`config.mk`:
```
export PLATFORM = sky130hd
export DESIGN_NAME = gray_binary_seq
export DESIGN_NICKNAME = d
export VERILOG_FILES = /design/src/rtl/gray_binary_seq.sv
export SDC_FILE = /design/constraint.sdc
export NUM_CORES = 1
export LEC_CHECK = 0
export ABC_AREA = 1
export CORE_MARGIN = 10
export CORE_UTILIZATION = 40
export CTS_CLUSTER_DIAMETER = 40
export DETAILED_ROUTE_END_ITERATION = 8
export DONT_BUFFER_PORTS = 1
export GPL_ROUTABILITY_DRIVEN = 0
export HOLD_SLACK_MARGIN = 0.06
export PLACE_DENSITY = 0.59
export SLEW_MARGIN = 15
export SYNTH_ARGS = -nofsm -noshare
export SYNTH_HDL_FRONTEND = slang
export SYNTH_SLANG_ARGS = --single-unit
```
`constraint.sdc`:
```
create_clock -name clk -period 1.31 [get_ports clk]
set_input_delay 0.3275 -clock clk [delete_from_list [all_inputs] [get_ports clk]]
set_output_delay 0.3275 -clock clk [all_outputs]
set_load 0.005 [all_outputs]
```
`src/rtl/gray_binary_seq.sv`:
```
// gray_binary_seq: sequential Gray-to-binary decoder, one bit per clock, MSB first.
// A Gray word is accepted over a valid/ready handshake. It is resolved over W
// cycles and then held on b with out_valid until the consumer takes it.
// Ports:
//   clk, rst_n       rising-edge clock, asynchronous active-low reset
//   in_valid/ready   input handshake; in_ready is decoded from state only
//   g[0:W-1]         Gray word, index 0 = MSB, sampled only at the accept edge
//   out_valid/ready  output handshake; b and out_valid hold until out_ready
//   b[0:W-1]         binary word, index 0 = MSB
//   busy             high while the conversion is in progress
module gray_binary_seq #(
    parameter int unsigned W = 4
) (
    input  logic         clk,
    input  logic         rst_n,
    input  logic         in_valid,
    output logic         in_ready,
    input  logic [0:W-1] g,
    output logic         out_valid,
    input  logic         out_ready,
    output logic [0:W-1] b,
    output logic         busy
);

    localparam int unsigned CW = (W > 1) ? $clog2(W) : 1;
    localparam logic [CW-1:0] LAST = CW'(W - 1);

    typedef enum logic [1:0] {
        IDLE = 2'd0,
        CONV = 2'd1,
        DONE = 2'd2
    } state_t;

    state_t        r_state;
    logic [0:W-1]  r_gq;
    logic [0:W-1]  r_b;
    logic [CW-1:0] r_cnt;
    logic          r_par;
    logic          r_out_valid;
    logic          w_bit;

    // r_par carries the previously resolved binary bit (0 before the MSB),
    // so every bit is a single XOR with no index arithmetic on r_b.
    assign w_bit = r_par ^ r_gq[r_cnt];

    // Control FSM with registered datapath and out_valid.
    always_ff @(posedge clk or negedge rst_n) begin
        if (!rst_n) begin
            r_state     <= IDLE;
            r_gq        <= '0;
            r_b         <= '0;
            r_cnt       <= '0;
            r_par       <= 1'b0;
            r_out_valid <= 1'b0;
        end else begin
            case (r_state)
                IDLE: begin
                    if (in_valid) begin
                        r_gq    <= g;
                        r_b     <= '0;
                        r_cnt   <= '0;
                        r_par   <= 1'b0;
                        r_state <= CONV;
                    end
                end
                CONV: begin
                    r_b[r_cnt] <= w_bit;
                    r_par      <= w_bit;
                    if (r_cnt == LAST) begin
                        r_state     <= DONE;
                        r_out_valid <= 1'b1;
                    end else begin
                        r_cnt <= r_cnt + CW'(1);
                    end
                end
                DONE: begin
                    if (out_ready) begin
                        r_state     <= IDLE;
                        r_out_valid <= 1'b0;
                    end
                end
                default: begin
                    r_state     <= IDLE;
                    r_out_valid <= 1'b0;
                end
            endcase
        end
    end

    // Decoded from the state register only; never depends on in_valid.
    assign in_ready  = (r_state == IDLE);
    assign busy      = (r_state == CONV);
    assign out_valid = r_out_valid;
    assign b         = r_b;

endmodule

```
Yosys cells after proc, flatten, opt, wreduce, memory -nomap -nowiden
Cells that the tools add are included.
Widths: inputs -> output; s select.

operators by class
  $add $sub $neg = 1
  $lt $le $gt $ge = 2
  eq/ne operators = 7
  multiplexer cells = 20
  bitwise gates (word level) = 3
  reduce and logical (&&, ||, !) cells = 8

operators by type and width
  operator             count
  $mux 2               5
  $reduce_and 3->1     3
  $pmux 4 s2           1
  $mux 1               6
  $ne 2x2->1 const B   3
  $pmux 2 s3           1
  $bwmux 4             1
  $eq 2x2->1 const B   2
  $mux 4               1
  $pmux 2 s2           1
  $reduce_and 2->1     2
  $ge 3x3->1 const B   1
  $lt 3x1->1 const B   1
  $not 2->3            1
  $pmux 1 s3           1
  $add 2x1->2 const B  1
  $bmux 1 s2           1
  $demux 1 s2          1
  $eq 2x1->1 const B   1
  $logic_not 2->1      1
  $ne 2x1->1 const B   1
  $pmux 1 s2           1
  $reduce_bool 2->1    1
  $logic_and 1x1->1    1
  2 further kinds      2

storage, ports and cells
  register bits after elaboration = 14
  input port bits = 8
  output and inout port bits = 7
  word-level logic and storage cells = 47

Logic depth before layout (Yosys ltp)
Gate-level depths: netlist of the first run.

  depth in word-level cells = 7
  gate-level depth with buffers = 8
  depth with buffers taken out = 8

Worst setup path before layout of the first run
Ideal clock, no wire load.

  path kind = register to register
  start point = register r_cnt[0]
  end point = register r_state[1]
  arrival time = 0.954 ns
  required time = 1.186 ns
  path slack = 0.232 ns
  stages on the path, launching flop included = 5
  buffers on the path = 0
  cells stage by stage = dfrtp_1 ha_1 inv_1 nor2_1 or2_1

between the ends
  word-level cells in the longest chain between the ends = 3

ends and longest elaborated chain
  element                            line  source
  from (decl)                        37    logic [CW-1:0] r_cnt;
  from (signal assigned)             73    r_cnt <= r_cnt + CW'(1);
  $eq 2x2->1                         69    if (r_cnt == LAST) begin
  $ne 2x1->1 (no source line)        n/a
  $reduce_and 3->1 (no source line)  n/a
  to (signal assigned)               70    r_state <= DONE;
  to (signal assigned)               78    r_state <= IDLE;
  to (signal assigned)               83    r_state <= IDLE;
  to (decl)                          34    state_t r_state;

No other way between the ends.
A chain may end at the register's enable or synchronous reset.

Final worst setup path of the first run
  start point = register r_state[1]
  end point = output port busy

between the ends
  word-level cells in the longest chain between the ends = 1

ends and longest elaborated chain
  element                 line  source
  from (signal assigned)  49    r_state <= IDLE;
  from (signal assigned)  63    r_state <= CONV;
  from (signal assigned)  70
  $eq 2x1->1              92    assign busy = (r_state == CONV);
  to (decl)               22    output logic busy

No other way between the ends.

==> key figures, run 1 <==
Power
  • Pwr dens: approximately 2600 nW/um2
  • Leakage: 0.4453 nW
  • Peak supply drop: ~1.1 mV
  • PnR Total Power: 2.208 mW

Timing
  • Total negative slack: 0 ns
  • Final hold slack: approximately 0.15 ns
  • Slew HR: approximately 58%
  • Setup WS post-layout: roughly 0.079 ns
  • Final Hold Fails: 0
  • Minimum clock period: between 1 and 1.5 ns
  • RSZ-0062 raised after global routing: no
  • Final period util: 93.96%
  • Final setup skew: between 0.005 and 0.006 ns
  • Max Fclk: about 0.8 GHz
  • Fin. max-slew vios: 0
  • Slew @ Worst Pin: 0.6344 ns
  • Final setup vio count: 0

Setup path
  • Setup crit start kind: register
  • Worst-path fanout max: 3
  • Endpoint type of the worst setup path: output port
  • Required @ worst endpoint: between 0.9 and 1 ns
  • WP data arrival: ~0.90 ns
  • Critical path type: register to output port

Global route
  • Gr usage total: just under 8%
  • Vias in the first global route: roughly 570
  • First-pass GRT wire length: about 2600 um
  • Initial antenna violation count: 0
  • Remaining Overflow, GRT: 0
  • Pin count of the biggest net entering global routing: 15

Floorplanning
  • IO Count: 15
  • Rows: 15
  • DIE AREA: between 4000 and 5000 um2
  • Core area: 1764 um2
  • DIE HEIGHT: 63.36 um
  • DIE WIDTH: 63.36 um
  • Initial Util: about 43%

Clock network
  • CTS Root Cell: clkbuf_4
  • CTS Buffer Depth: 2
  • CTS tree: built
  • TritonCTS Sinks: 14
  • Clock slew at reported path FFs: approximately 0.09 ns
  • Worst-Skew Late Latency: between 0.2 and 0.3 ns
  • CTS H-Tree Depth: 1
  • Total CTS buffers: 3

Synth
  • Main flop type after synthesis: dfrtp_1
  • Yosys top cell by area: dfrtp_1
  • Post-synth top area share: approximately 47%
  • Yosys cell types: 19
  • Syn Nets: a little over 100
  • Synth top cells by count: nand2_1, dfrtp_1, inv_1, nand3_1, nand2_2
  • Yosys reg bits: 14
  • Post-Syn Area: between 700 and 800 um2
  • Mean Syn Cell Area: 8.263 um2
  • Xor and xnor area share after synthesis: 0%
  • Most frequent cell after synthesis: nand2_1
  • Post-synth EDFFs: 0
  • Synth Area in Compound Gates: under 10%
  • Sequential fraction of the synthesis area: between 40% and 50%
  • FFs w/ async S/R, synth: 100.0%
  • Mux cell area share after synthesis: 0%
  • Ys Warns: 0
  • Adder-Cell Fraction of Synth Area: about 6.7%
  • Synthesized instance count: between 90 and 100
  • Combinational family with the most area after synthesis: simple AND/OR/NAND/NOR gates
  • Area fraction in and, or, nand and nor cells after synthesis: between 30% and 40%
  • Synth area leaders: dfrtp_1, nand2_1, ha_1, nand3_1, inv_1

Routing
  • Detail Route Antenna Nets: 0
  • DRT Pass-1 Iters: 4
  • Vias per inst: ~4.5
  • DRT Wirelength: between 1000 and 1500 um
  • DRT iter0 DRCs: 14
  • Residual DRC count: 0
  • Drt wl/cell: around 12 um
  • Vias: between 500 and 600

Final layout
  • N_diodes: 0
  • Layout area overhead: 10.98%
  • Layout cells sized above 1: a little under a quarter
  • Final Net Count: between 100 and 150
  • Fillers: around 190
  • Final std cells w/o fill: around 120

Run status
  • Outcome: finished, final reports clean

Place
  • Port bufs: 0
  • Placed insts: 115
  • HPWL after detailed placement: about 1100 um
  • Worst slack at placement: ~0.13 ns

Min path
  • Hold WC Path Type: input port to register

Run
  • Max cap viols: 0
[sequential cells by signal (all words and copies together), names as in the netlist]
name,count
r_gq,4
r_par,1
out_valid,1
b,4
r_cnt,2
r_state,2
[routing by layer]
metal	up-vias	track usage (%)	part of all wire, %
met5	-	0	0
met4	0	2.459	1.3
met3	2	3.357	4.9
met2	10	12.81	47
met1	250	8.972	47
li1	292	-	-
[placed cells by master, fill, tap and decap left out, drive strengths merged]
cell	n
dfrtp	14
nor2	5
o21ai	6
ha	4
nand2	33
or2	1
dlygate4sd3	1
inv	15
o22ai	1
clkbuf	4
nand3	10
buf	2
nor3	1
[repair_timing]
item,in CTS,in global routing
hold buffers,1,0
setup endpoints to repair,1,4
buffers inserted,0,2
endpoints found under the hold margin,14,0
gates resized for setup,1,1
[stage by stage]
step	cell area, um2	utilization, %
finish	834.6	47.31
global placement	772.0	43.76
global route	834.6	47.31
CTS	818.3	46.38
floorplan	752.0	-
detailed placement	772.0	43.76
[cell type report]
class                      instances  area [um2]  area share (%)
clock buffer                       4       36.28           4.348
inverter                          15       58.81           7.046
multi-input combinational         61       331.6           39.73
sequential                        14       351.6           42.13
tap                               25       31.28           3.748
timing repair buffer               3       25.02           2.999
[cell families (layout without fill, tap and decap cells)]
logic type | count (synthesis) | in the layout
flops | 14 | 14
buf+inv | 16 | 22
simple gates | 50 | 50
fa+ha+maj | 4 | 4
compound gates | 7 | 7
[worst paths after layout]
check | start | cells after the start | end | slack (ns)
min in group asynchronous | rst_n | 1 | b[3] | 0.49
hold reg to reg | r_gq[2] | 2 | r_gq[2] | 0.49
hold / removal | g[0] | 2 | r_gq[0] | 0.15
setup reg to reg | r_state[0] | 6 | b[0] | 0.13
setup / recovery | r_state[1] | 3 | busy | 0.08
max in group asynchronous | rst_n | 1 | r_cnt[0] | 0.36
[critical path, stage by stage, from the launching register on]
cell	delay, ns
dfrtp_1	0.40
inv_2	0.09
nand2_4	0.06
inv_4	0.07
[power breakdown]
group / internal [mW] / switching, mW / leakage [nW] / total (mW)
Sequential: 0.647 / 0.183 / 0.173 / 0.830
Clock: 0.169 / 0.150 / 0.0210 / 0.319
Combinational: 0.411 / 0.649 / 0.251 / 1.06
Total: 1.23 / 0.982 / 0.445 / 2.21
Note: power is estimated with default switching activity, not from simulation.
==> run 2, diff against run 1 <==
CTS_BUF_LIST = sky130_fd_sc_hd__clkbuf_2   (was not set)
==> run 2 against run 1 <==
  * First-iteration DRC count rose by 50%
  * Sequential power is essentially flat
  * Hold slack worse by 0.0068 ns
  * Setup slack lost 0.020 ns
  * Utilization is 0.99 points lower
  * Design area down 2.1%
  * Flip-flop and latch count is the same
  * Cell count unchanged
  * Wire length up 2.6%
  * Non-clock buffer count unchanged
  * Die area is the same
==> key figures, run 2 (synthesized netlist as in run 1, its figures left out) <==
Floorplanning
  • Core area: 1764 um2 (unchanged)
  • DIE AREA: 4014 um2 (unchanged)
  • DIE HEIGHT: 63.36 um (unchanged)
  • Initial Util: 42.62% (unchanged)
  • IO Count: 15 (unchanged)
  • DIE WIDTH: 63.36 um (unchanged)
  • Rows: 15 (unchanged)

Routing
  • DRT Pass-1 Iters: 7 (+3)
  • Residual DRC count: 0 (unchanged)
  • DRT Wirelength: 1499 um (+2.6%)
  • Vias: 563 (+1.6%)
  • Drt wl/cell: 12.29 um (+2.6%)
  • DRT iter0 DRCs: 21 (+7)
  • Detail Route Antenna Nets: 0 (unchanged)
  • Vias per inst: 4.615 (+1.6%)

Timing
  • Slew HR: 57.55% (about the same)
  • Final setup skew: 0.005566 ns (+0.0002507 ns)
  • Total negative slack: 0 ns (unchanged)
  • Fin. max-slew vios: 0 (unchanged)
  • Final setup vio count: 0 (unchanged)
  • Max Fclk: 0.7994 GHz (-1.6%)
  • Slew @ Worst Pin: 0.6346 ns (+0.0001943 ns)
  • Minimum clock period: 1.251 ns (+0.02006 ns)
  • Final Hold Fails: 0 (unchanged)
  • Final hold slack: 0.1426 ns (-0.006798 ns)
  • RSZ-0062 raised after global routing: yes
  • Final period util: 95.49% (+1.5 points)
  • Setup WS post-layout: 0.05912 ns (-0.02006 ns)

Final layout
  • Commonest non-fill, non-tap cell in the layout: nand2_1
  • N_diodes: 0 (unchanged)
  • Finished Core Util: 46.31% (-0.99 points)
  • Final std cells w/o fill: 122 (unchanged)
  • Final Net Count: 110 (unchanged)
  • Design Area, Final: 817.0 um2 (-2.1%)
  • Layout area overhead: 8.652%
  • Most frequent cells in the layout: nand2_1, dfrtp_1, inv_1
  • Layout cells sized above 1: 22.68% (-1.0 points)

Setup path
  • CP max stage cell: dfrtp_1
  • Crit path cell chain: nor2_2
  • Max incr delay on CP: 0.46 ns (+0.06 ns)
  • Crit-path leading delay family: flip-flops
  • Endpoint type of the worst setup path: output port
  • Levels on crit path: 1 (-2)
  • WP data arrival: 0.92 ns (+0.02 ns)
  • R2R depth: 6 (unchanged)
  • Required @ worst endpoint: 0.98 ns (about the same)
  • WP buf/inv: 0 (-2)
  • Critical path type: register to output port
  • Setup crit start kind: register
  • Worst-path fanout max: 3 (unchanged)

Global route
  • Vias in the first global route: 581 (+2.1%)
  • Initial antenna violation count: 0 (unchanged)
  • Pin count of the biggest net entering global routing: 15 (unchanged)
  • Gr usage total: 8.059% (+0.21 points)
  • First-pass GRT wire length: 2587 um (+0.54%)
  • Remaining Overflow, GRT: 0 (unchanged)

Clock network
  • Worst-Skew Late Latency: 0.28 ns (about the same)
  • Clock slew at reported path FFs: 0.14 ns (+0.05 ns)
  • Total CTS buffers: 3 (unchanged)
  • CTS H-Tree Depth: 1 (unchanged)
  • CTS Root Cell: clkbuf_2
  • CTS tree: built
  • TritonCTS Sinks: 14 (unchanged)
  • CTS Buffer Depth: 2 (unchanged)

Min path
  • Hold path depth: 2 (unchanged)
  • Hold WC Path Type: input port to register

Place
  • Worst slack at placement: 0.1325 ns (unchanged)
  • Port bufs: 0 (unchanged)
  • HPWL after detailed placement: 1120 um (unchanged)
  • Placed insts: 115 (unchanged)
  • Dpl cell area: 772.0 um2 (unchanged)

Power
  • Leakage: 0.4377 nW (-1.7%)
  • Peak supply drop: 1.055 mV (-4.2%)
  • PnR Total Power: 2.096 mW (-5.1%)
  • Pwr dens: 2565 nW/um2 (-3.1%)

Run
  • Max cap viols: 0 (unchanged)

Run status
  • Outcome: finished, final reports clean
[run 2: changes by cell type in the layout (fill, tap and decap cells not counted), sizes merged]
| cell | previous run | this run |
|---|---|---|
| clkinv | 0 | 1 |
| clkbuf | 4 | 3 |
[run 2: worst paths after layout]
kind,start,endpoint,slack (ns)
worst max-delay path,r_state[0],in_ready,0.06
worst min-delay path,g[0],r_gq[0],0.14
worst max register to register,r_state[0],b[0],0.12
worst min register to register,r_gq[2],r_gq[2],0.50
max in group asynchronous,rst_n,r_cnt[0],0.38
min in group asynchronous,rst_n,b[3],0.48
[run 2: layout make-up]
type	count	area (um2)
clock buffer	3	15.01
clock inverter	1	3.754
fill	196	947.2
inverter	15	58.81
multi-input combinational	61	331.6
sequential	14	351.6
tap	25	31.28
timing repair buffer	3	25.02
[run 2: timing repair]
item                                    4_1_cts  5_1_grt
buffers inserted                              1        1
pin swaps                                     0        0
hold endpoints to repair                     14        0
hold buffers                                  1        0
resized for setup                             1        1
endpoints found under the setup margin        1        5
[run 2: metal layers]
| layer | vias to the layer above | GRT usage (%) | routed length, um |
|---|---|---|---|
| met3 | 4 | 3.357 | 76 |
| met2 | 13 | 12.81 | 707 |
| met5 | - | 0 | 0 |
| met4 | 0 | 4.098 | 25 |
| met1 | 253 | 8.972 | 690 |
| li1 | 293 | - | - |
[run 2: report_power, final]
| group | switching, mW | internal [mW] | total, mW |
|---|---|---|---|
| Sequential | 0.186 | 0.645 | 0.831 |
| Combinational | 0.654 | 0.399 | 1.05 |
| Clock | 0.145 | 0.0663 | 0.211 |
| Total | 0.985 | 1.11 | 2.10 |
==> RTL change: new RTL, config.mk and constraints of run 1 <==
Re-encode `state_t` (3 states) as one-hot, 3 bits wide.
--- a/src/rtl/gray_binary_seq.sv
+++ b/src/rtl/gray_binary_seq.sv
@@ -25,10 +25,10 @@
     localparam int unsigned CW = (W > 1) ? $clog2(W) : 1;
     localparam logic [CW-1:0] LAST = CW'(W - 1);
 
-    typedef enum logic [1:0] {
-        IDLE = 2'd0,
-        CONV = 2'd1,
-        DONE = 2'd2
+    typedef enum logic [2:0] {
+        IDLE = 3'b001,
+        CONV = 3'b010,
+        DONE = 3'b100
     } state_t;
 
     state_t        r_state;
Formal check against the unedited RTL: same outputs for any inputs over 10 cycles, from zero or initial values and one cycle with rst_n low; not proved beyond that.
==> RTL change against run 1 <==
  * The run now ends with negative setup slack left
  * Maximum frequency fell by 18%
  * Total power is 2.9% lower
  * Routed wire length grew 16%
  * Sequential share of layout area shrank 4.5 points
  * Sequential cell count increased by 1
  * Non-clock buffer count rose by 7
  * Area after synthesis decreased by 0.33%
  * Design area up 20%
  * Worst setup slack lost 0.27 ns
  * Synthesized cell count is 4.4% lower
  * Combinational power up 8%
  * Die area is 0.24% lower
  * Critical path type unchanged
  * Critical endpoint is now in_ready
==> RTL change: results <==
{
  "status": "complete, but fails checks",
  "violations": "negative setup slack",
  "grt_pass1_wl_um": 2860,
  "first_global_vias": 634,
  "wl_per_cell_um": 13.5,
  "timing.final.ws_setup_ns": -0.191,
  "synth_nets": 99,
  "rrSetupSlack_ns": -0.09,
  "vias": 607,
  "grt_max_degree": 16,
  "synth.top_cells.by_count": "nand2_1 (30), dfrtp_1 (14), nand3_1 (13), inv_1 (8), o21ai_0 (7)",
  "grt_use_met1_pct": 9.64,
  "slowest_stage": "dfstp_2",
  "synthAdderAreaFrac_pct": 6.68,
  "fillerInstances": 158,
  "grt_util_met2_pct": 14.0,
  "relSlewSlack_pct": 55.2,
  "holdWs_ns": 0.106,
  "ys_types": 13,
  "grtUsageMet3_pct": 3.89,
  "crit_path_end": "in_ready",
  "area_growth_pct": 34.1,
  "cp.arrival_ns": 1.17,
  "drive_above_1_share_pct": 37.6,
  "setup_viol": 13,
  "whs_endpoint": "r_state[0]$_DFFE_PN1P_"
}
[RTL change: changes by cell type in the layout (fill, tap and decap cells not counted), moves of 2 or more]
cell     delta
o21ai_2     +2
nor3_4      +2
buf_4       +2
inv_1       -5
nand2_1     -2
nand3_2     +2
nand2_8     +3
nor2_1      -3
buf_6       +5
[RTL change: area by class of cell]
class | instances | share of cell area, %
inverters | 9 | 4.11
repair buffers | 10 | 9.59
flip-flops and latches | 15 | 37.6
clock buffers | 4 | 2.62
well taps | 25 | 3.11
multi-input cells | 63 | 43.0
[RTL change: metal layers]
| metal | wire [um] | part of all wire [%] |
|---|---|---|
| met1 | 734 | 43 |
| met2 | 835 | 49 |
| met3 | 111 | 6.5 |
| met4 | 17 | 1.0 |
| met5 | 0 | 0 |
[RTL change: power groups by stage]
stage	logic (mW)	clock network, mW	registers, mW
floorplan	0.519	0	0.704
global placement	0.687	0	0.728
detailed placement	0.693	0	0.729
CTS	0.871	0.275	0.708
global route	1.29	0.304	0.745
finish	1.15	0.272	0.725
[RTL change: what timing repair did]
item	4_1_cts	5_1_grt
pin swaps	2	8
gates resized for setup	7	30
endpoints found under the setup margin	2	15
setup buffers	4	4
endpoints found under the hold margin	15	0
hold buffers	1	0
[RTL change: cells by family after synthesis]
logic type,after synthesis
buf+inv,9
fa+ha+maj,4
compound gates,8
simple gates,51
flops,15
[RTL change: metrics by stage]
stage                     instances  TNS, ns
after detailed placement        116        0
final                           126    -1.02
after CTS                       125   -0.591
after global placement          116        0
after global routing            126    -1.81
after floorplan                  87  -0.0571
